==> src/rtl/sram_bist_ctrl.sv <==
// March C- BIST controller and access arbiter for the two-bank, eight-lane SRAM core.
// Passes functional accesses through when idle; owns the core while a test runs.
module sram_bist_ctrl #(
    parameter int          TEST_AW = 13,
    parameter logic [31:0] BG      = 32'h0000_0000
) (
    input  logic        hclk,
    input  logic        hrst,
    input  logic        bist_start,
    output logic        bist_busy,
    output logic        bist_done,
    output logic        bist_fail,
    output logic [1:0]  fail_bank,
    output logic [12:0] fail_addr,
    input  logic [3:0]  f_bank0_csn,
    input  logic [3:0]  f_bank1_csn,
    input  logic        f_sram_we,
    input  logic [12:0] f_sram_addr,
    input  logic [31:0] f_sram_wdata,
    output logic [3:0]  bank0_csn,
    output logic [3:0]  bank1_csn,
    output logic        sram_we,
    output logic [12:0] sram_addr,
    output logic [31:0] sram_wdata,
    input  logic [7:0]  sram_q0,
    input  logic [7:0]  sram_q1,
    input  logic [7:0]  sram_q2,
    input  logic [7:0]  sram_q3,
    input  logic [7:0]  sram_q4,
    input  logic [7:0]  sram_q5,
    input  logic [7:0]  sram_q6,
    input  logic [7:0]  sram_q7
);

    typedef enum logic [3:0] {
        IDLE, M0, M1_R, M1_W, M2_R, M2_W, M3_R, M3_W, M4_R, M4_W, M5, DRAIN
    } state_t;

    localparam logic [TEST_AW-1:0] ADDR_LAST = '1;
    localparam logic [TEST_AW-1:0] ADDR_ZERO = '0;
    localparam logic [TEST_AW-1:0] ADDR_ONE  = TEST_AW'(1);

    function automatic logic st_is_read(input state_t s);
        return (s == M1_R) || (s == M2_R) || (s == M3_R) || (s == M4_R) || (s == M5);
    endfunction

    function automatic logic st_is_write(input state_t s);
        return (s == M0) || (s == M1_W) || (s == M2_W) || (s == M3_W) || (s == M4_W);
    endfunction

    function automatic logic [31:0] st_exp_word(input state_t s);
        return ((s == M2_R) || (s == M4_R)) ? ~BG : BG;
    endfunction

    function automatic logic [31:0] st_wr_word(input state_t s);
        return ((s == M1_W) || (s == M3_W)) ? ~BG : BG;
    endfunction

    state_t             state_q, state_d;
    logic [TEST_AW-1:0] addr_q, addr_d;
    logic               busy_q, busy_d;
    logic               done_q, done_d;
    logic               fail_q, fail_d;
    logic [1:0]         fbank_q, fbank_d;
    logic [12:0]        faddr_q, faddr_d;
    logic               exp_valid_q, exp_valid_d;
    logic [31:0]        exp_word_q, exp_word_d;
    logic [TEST_AW-1:0] exp_addr_q, exp_addr_d;

    logic [31:0] rd0, rd1;
    logic        mis0, mis1;
    logic [12:0] exp_addr_ext;
    logic [12:0] bist_addr;
    logic [3:0]  bist_csn;
    logic        bist_we;
    logic [31:0] bist_wdata;

    // Stage boundary: read data from the previous cycle checked against the registered expectation
    always_comb begin
        rd0  = {sram_q3, sram_q2, sram_q1, sram_q0};
        rd1  = {sram_q7, sram_q6, sram_q5, sram_q4};
        mis0 = exp_valid_q && (rd0 != exp_word_q);
        mis1 = exp_valid_q && (rd1 != exp_word_q);
        exp_addr_ext = '0;
        exp_addr_ext[TEST_AW-1:0] = exp_addr_q;
    end

    always_comb begin
        state_d     = state_q;
        addr_d      = addr_q;
        busy_d      = busy_q;
        done_d      = done_q;
        fail_d      = fail_q;
        fbank_d     = fbank_q;
        faddr_d     = faddr_q;
        exp_valid_d = st_is_read(state_q);
        exp_word_d  = st_exp_word(state_q);
        exp_addr_d  = addr_q;

        // Only the first mismatching address is recorded; the test always runs to the end.
        if ((mis0 || mis1) && !fail_q) begin
            fail_d  = 1'b1;
            fbank_d = {mis1, mis0};
            faddr_d = exp_addr_ext;
        end

        case (state_q)
            IDLE: begin
                if (bist_start) begin
                    state_d = M0;
                    addr_d  = ADDR_ZERO;
                    busy_d  = 1'b1;
                    done_d  = 1'b0;
                    fail_d  = 1'b0;
                    fbank_d = 2'b00;
                    faddr_d = '0;
                end
            end
            M0: begin
                if (addr_q == ADDR_LAST) begin
                    state_d = M1_R;
                    addr_d  = ADDR_ZERO;
                end else begin
                    addr_d = addr_q + ADDR_ONE;
                end
            end
            M1_R: state_d = M1_W;
            M1_W: begin
                if (addr_q == ADDR_LAST) begin
                    state_d = M2_R;
                    addr_d  = ADDR_ZERO;
                end else begin
                    state_d = M1_R;
                    addr_d  = addr_q + ADDR_ONE;
                end
            end
            M2_R: state_d = M2_W;
            M2_W: begin
                if (addr_q == ADDR_LAST) begin
                    state_d = M3_R;
                    addr_d  = ADDR_LAST;
                end else begin
                    state_d = M2_R;
                    addr_d  = addr_q + ADDR_ONE;
                end
            end
            M3_R: state_d = M3_W;
            M3_W: begin
                if (addr_q == ADDR_ZERO) begin
                    state_d = M4_R;
                    addr_d  = ADDR_LAST;
                end else begin
                    state_d = M3_R;
                    addr_d  = addr_q - ADDR_ONE;
                end
            end
            M4_R: state_d = M4_W;
            M4_W: begin
                if (addr_q == ADDR_ZERO) begin
                    state_d = M5;
                    addr_d  = ADDR_ZERO;
                end else begin
                    state_d = M4_R;
                    addr_d  = addr_q - ADDR_ONE;
                end
            end
            M5: begin
                if (addr_q == ADDR_LAST) begin
                    state_d = DRAIN;
                    addr_d  = ADDR_ZERO;
                end else begin
                    addr_d = addr_q + ADDR_ONE;
                end
            end
            DRAIN: begin
                state_d = IDLE;
                addr_d  = ADDR_ZERO;
                busy_d  = 1'b0;
                done_d  = 1'b1;
            end
            default: begin
                state_d = IDLE;
                addr_d  = ADDR_ZERO;
                busy_d  = 1'b0;
            end
        endcase
    end

    always_ff @(posedge hclk or posedge hrst) begin
        if (hrst) begin
            state_q     <= IDLE;
            addr_q      <= ADDR_ZERO;
            busy_q      <= 1'b0;
            done_q      <= 1'b0;
            fail_q      <= 1'b0;
            fbank_q     <= 2'b00;
            faddr_q     <= '0;
            exp_valid_q <= 1'b0;
        end else begin
            state_q     <= state_d;
            addr_q      <= addr_d;
            busy_q      <= busy_d;
            done_q      <= done_d;
            fail_q      <= fail_d;
            fbank_q     <= fbank_d;
            faddr_q     <= faddr_d;
            exp_valid_q <= exp_valid_d;
        end
    end

    // Expectation data is qualified by exp_valid_q, so it needs no reset.
    always_ff @(posedge hclk) begin
        exp_word_q <= exp_word_d;
        exp_addr_q <= exp_addr_d;
    end

    always_comb begin
        bist_addr = '0;
        bist_addr[TEST_AW-1:0] = addr_q;
        bist_we    = st_is_write(state_q);
        bist_csn   = (st_is_read(state_q) || st_is_write(state_q)) ? 4'h0 : 4'hF;
        bist_wdata = st_wr_word(state_q);
    end

    always_comb begin
        bank0_csn  = f_bank0_csn;
        bank1_csn  = f_bank1_csn;
        sram_we    = f_sram_we;
        sram_addr  = f_sram_addr;
        sram_wdata = f_sram_wdata;
        if (busy_q) begin
            bank0_csn  = bist_csn;
            bank1_csn  = bist_csn;
            sram_we    = bist_we;
            sram_addr  = bist_addr;
            sram_wdata = bist_wdata;
        end
    end

    assign bist_busy = busy_q;
    assign bist_done = done_q;
    assign bist_fail = fail_q;
    assign fail_bank = fbank_q;
    assign fail_addr = faddr_q;

endmodule
==> config.mk <==
export PLATFORM = sky130hd
export DESIGN_NAME = sram_bist_ctrl
export DESIGN_NICKNAME = d
export VERILOG_FILES = /design/src/rtl/sram_bist_ctrl.sv
export SDC_FILE = /design/constraint.sdc
export NUM_CORES = 1
export LEC_CHECK = 0
export CAP_MARGIN = 20
export CELL_PAD_IN_SITES_DETAIL_PLACEMENT = 0
export CELL_PAD_IN_SITES_GLOBAL_PLACEMENT = 1
export CORE_ASPECT_RATIO = 1.5
export CORE_MARGIN = 2
export CORE_UTILIZATION = 30
export CTS_BUF_LIST = sky130_fd_sc_hd__clkbuf_8
export CTS_CLUSTER_SIZE = 16
export DETAILED_ROUTE_END_ITERATION = 8
export GPL_TIMING_DRIVEN = 1
export HOLD_SLACK_MARGIN = 0.12
export MAX_ROUTING_LAYER = met4
export PLACE_DENSITY = 0.87
export SKIP_CTS_REPAIR_TIMING = 1
export SLEW_MARGIN = 20
export SYNTH_ARGS = -nofsm -noshare
export SYNTH_HDL_FRONTEND = slang
export SYNTH_SLANG_ARGS = --single-unit
==> constraint.sdc <==
create_clock -name hclk -period 4 [get_ports hclk]
set_clock_uncertainty 0.15 [all_clocks]
set_input_delay 0.4 -clock hclk [delete_from_list [all_inputs] [get_ports hclk]]
set_output_delay 0.4 -clock hclk [all_outputs]
set_load 0.01 [all_outputs]
==> impl_metrics.ini <==
[worst_setup_path]
slowest_stage = dfrtp_1
r2r-end = addr_q[11]$_DFFE_PP0P_
critPathTopFamily = simple AND/OR/NAND/NOR gates
cp_num_buf_inv = 1
crit_path_end_kind = primary output
path_max_fanout = 32
r2r-start = addr_q[0]$_DFFE_PP0P_
rrSetupSlack_ns = 1.30
crit_chain = nand2_1, or3_1, o21ai_0, clkdlybuf4s50_1
critical_path_arrival_ns = 2.71
worstSetupStartpointType = flop
crit_required_ns = 3.45
r2r_cells = 8
crit_type = flop to primary output
max_stage_delay_ns = 0.73

[placement]
dp_hpwl_um = 9276
io_buffers = 192
place_congestion = 0.8272
pre_cts_slack_ns = 1.110
placed_area_sq_um = 5602

[timing]
worst_slew_pin_slew_ns = 0.9231
finalSetupViolCount = 0
post-route-min-period_ns = 3.257
min_period_over_period_pct = 81.42
setup_tns_ns = 0
worst_slack_ns = 0.7433
rsz0062_at_grt = no
holdWs_ns = 0.2968
slew_viol_final = 0
fmax_mhz = 307.1
relSlewSlack_pct = 37.99
hold_viol_final = 0

[worst_hold_path]
min-delay-start = exp_addr_ext[11]$_DFF_P_
min_path_cells = 2
hold_class = flop to flop
holdPathEnd = fail_addr[11]$_DFF_PP0_

[grt]
antenna_found_initial = 0
overflow = 0
gr-usage-all-layers_pct = 18.11
grt_pass1_wl_um = 18900
grt_pass1_vias = 3883
grt_max_degree = 42

[floorplanning]
io_pins = 193
std_cell_rows = 49
start_util_pct = 30.56
die_w_um = 93.88
fp.dieH_um = 138.8
dieArea_sq_um = 13030
core_sq_um = 11890

[detailed_routing]
via_per_inst = 5.013
first_iter_violations = 175
wl_per_cell_um = 15.20
finalWirelength_um = 12040
first_pass_iters = 4
vias = 3970
drc = 0
drtAntennaViolNets = 0

[pwr]
p_per_area_nw_per_um2 = 382.4
static-leakage-power_nw = 2.255
vdd_drop_max_mv = 0.2164

[yosys]
ys.flop_type = dfrtp_1
ys_seq_area_share_pct = 32.50
synthCells = 472
yosysUniqueCellTypes = 54
syn_area_per_cell_sq_um = 7.701
ys_warn_count = 0
async_reset_ff_share_pct = 72.00
yosys_register_bits = 50
synth_edf_count = 0
syn_nets = 596
synth_area_sq_um = 3635

[finish]
finish.instance_area_sq_um = 5703
final_util_pct = 47.95
area_growth_pct = 56.90
antenna_cells = 0
drive_gt1_share_pct = 7.042
final_nets = 762

[cts]
cts_tree = yes
clk-insertion-delay-late_ns = 0.31
clk_pin_slew_ns = 0.10
cts-root-buf = clkbuf_8
cts_max_level = 2
cts_made_buffers = 5
clock_sinks = 50
cts_buffer_depth = 2

[status]
status = complete, no violations

[flow_run]
maxCapViolCount = 0
-- stage by stage --
step	std cells	power (mW)
floorplan	472	1.376
global placement	784	1.845
detailed placement	784	1.870
CTS	792	2.192
global route	792	2.336
finish	792	2.181
-- placed cells by master, fill, tap and decap left out, drive strengths merged, types with 3 or more instances in the layout --
cell	n
nand2	55
a21boi	5
a21oi	17
nor4	13
o211ai	5
dfxtp	14
o31ai	3
clkbuf	5
nor2b	5
o22ai	10
nor3b	4
mux2i	13
mux2	13
inv	54
and3	3
dfrtp	36
xnor2	7
a221oi	3
nor3	18
o21ai	55
nor2	22
clkdlybuf4s50	192
ha	3
nand4	9
or3	11
buf	3
o21a	4
nand2b	4
or4	11
nand3	22
or3b	3
-- kinds of logic after synthesis --
kind of cell,synth area share [%]
simple gates,27.57
compound gates,19.07
buf+inv,10.05
flops,32.50
mux,7.607
xor+xnor,2.169
fa+ha+maj,1.033
-- routing by layer --
layer | wire, um | part of all wire [%] | global-route usage (%) | vias to the layer above
li1 | - | - | - | 1984
met1 | 4806 | 40 | 20.68 | 1815
met2 | 6106 | 51 | 31.99 | 148
met3 | 837 | 7.0 | 2.554 | 23
met4 | 292 | 2.4 | 6.026 | 0
met5 | 0 | 0 | - | -
-- worst register-to-register path, stage by stage, from the launching register on --
cell and delay [ns]:
dfrtp_1 0.52, inv_1 0.14, ha_1 0.14, nor4b_2 0.27
nand3_2 0.25, a31oi_4 0.59, o21ai_1 0.16, a221oi_1 0.26
nand2_1 0.08
-- where the power goes --
part | switching (mW) | total [mW] | internal [mW] | leakage (nW)
logic | 0.437 | 1.01 | 0.576 | 1.62
registers | 0.214 | 0.848 | 0.634 | 0.588
clock network | 0.189 | 0.320 | 0.131 | 0.0506
-- final cells by class --
| cell class | count | area [sq um] |
|---|---|---|
| clock buffers | 5 | 68.82 |
| clock inverters | 3 | 28.78 |
| fillers | 1189 | 6191 |
| inverters | 52 | 195.2 |
| multi-input cells | 334 | 2092 |
| flip-flops and latches | 50 | 1182 |
| well taps | 153 | 191.4 |
| repair buffers | 195 | 1944 |
-- Yosys cell counts, types with 13 or more instances --
| cell type | number | share of area (%) |
|---|---|---|
| nand2_1 | 55 | 5.7 |
| inv_1 | 52 | 5.4 |
| o21ai_0 | 51 | 7.0 |
| dfrtp_1 | 36 | 25 |
| clkbuf_1 | 23 | 2.4 |
| nor2_1 | 22 | 2.3 |
| nand3_1 | 21 | 2.9 |
| a21oi_1 | 17 | 2.3 |
| nor3_1 | 17 | 2.3 |
| dfxtp_1 | 14 | 7.7 |
| mux2_2 | 13 | 4.0 |
| mux2i_1 | 13 | 3.6 |
-- registers in the layout, summed over array words and instances (netlist names) --
register and count:
bist_busy 1, bist_fail 1, exp_valid_q 1, bist_done 1, fail_bank 2, fail_addr 13, exp_addr_ext 13, state_q 4
addr_q 13, exp_word_q 1
-- worst max path at each step --
stage,slack (ns),cells after the start,startpoint,endpoint
2_1_floorplan,1.88,9,addr_q[0]$_DFFE_PP0P_,addr_q[3]$_DFFE_PP0P_
5_1_grt,0.52,4,state_q[1]$_DFFE_PP0P_,sram_wdata[26]
4_1_cts,0.75,4,state_q[1]$_DFFE_PP0P_,sram_wdata[26]
6_report,0.74,4,state_q[1]$_DFFE_PP0P_,sram_wdata[26]
3_3_place_gp,1.16,4,state_q[1]$_DFFE_PP0P_,sram_wdata[26]
3_5_place_dp,1.11,4,state_q[1]$_DFFE_PP0P_,sram_wdata[23]
(Power assumes the default switching activity.)
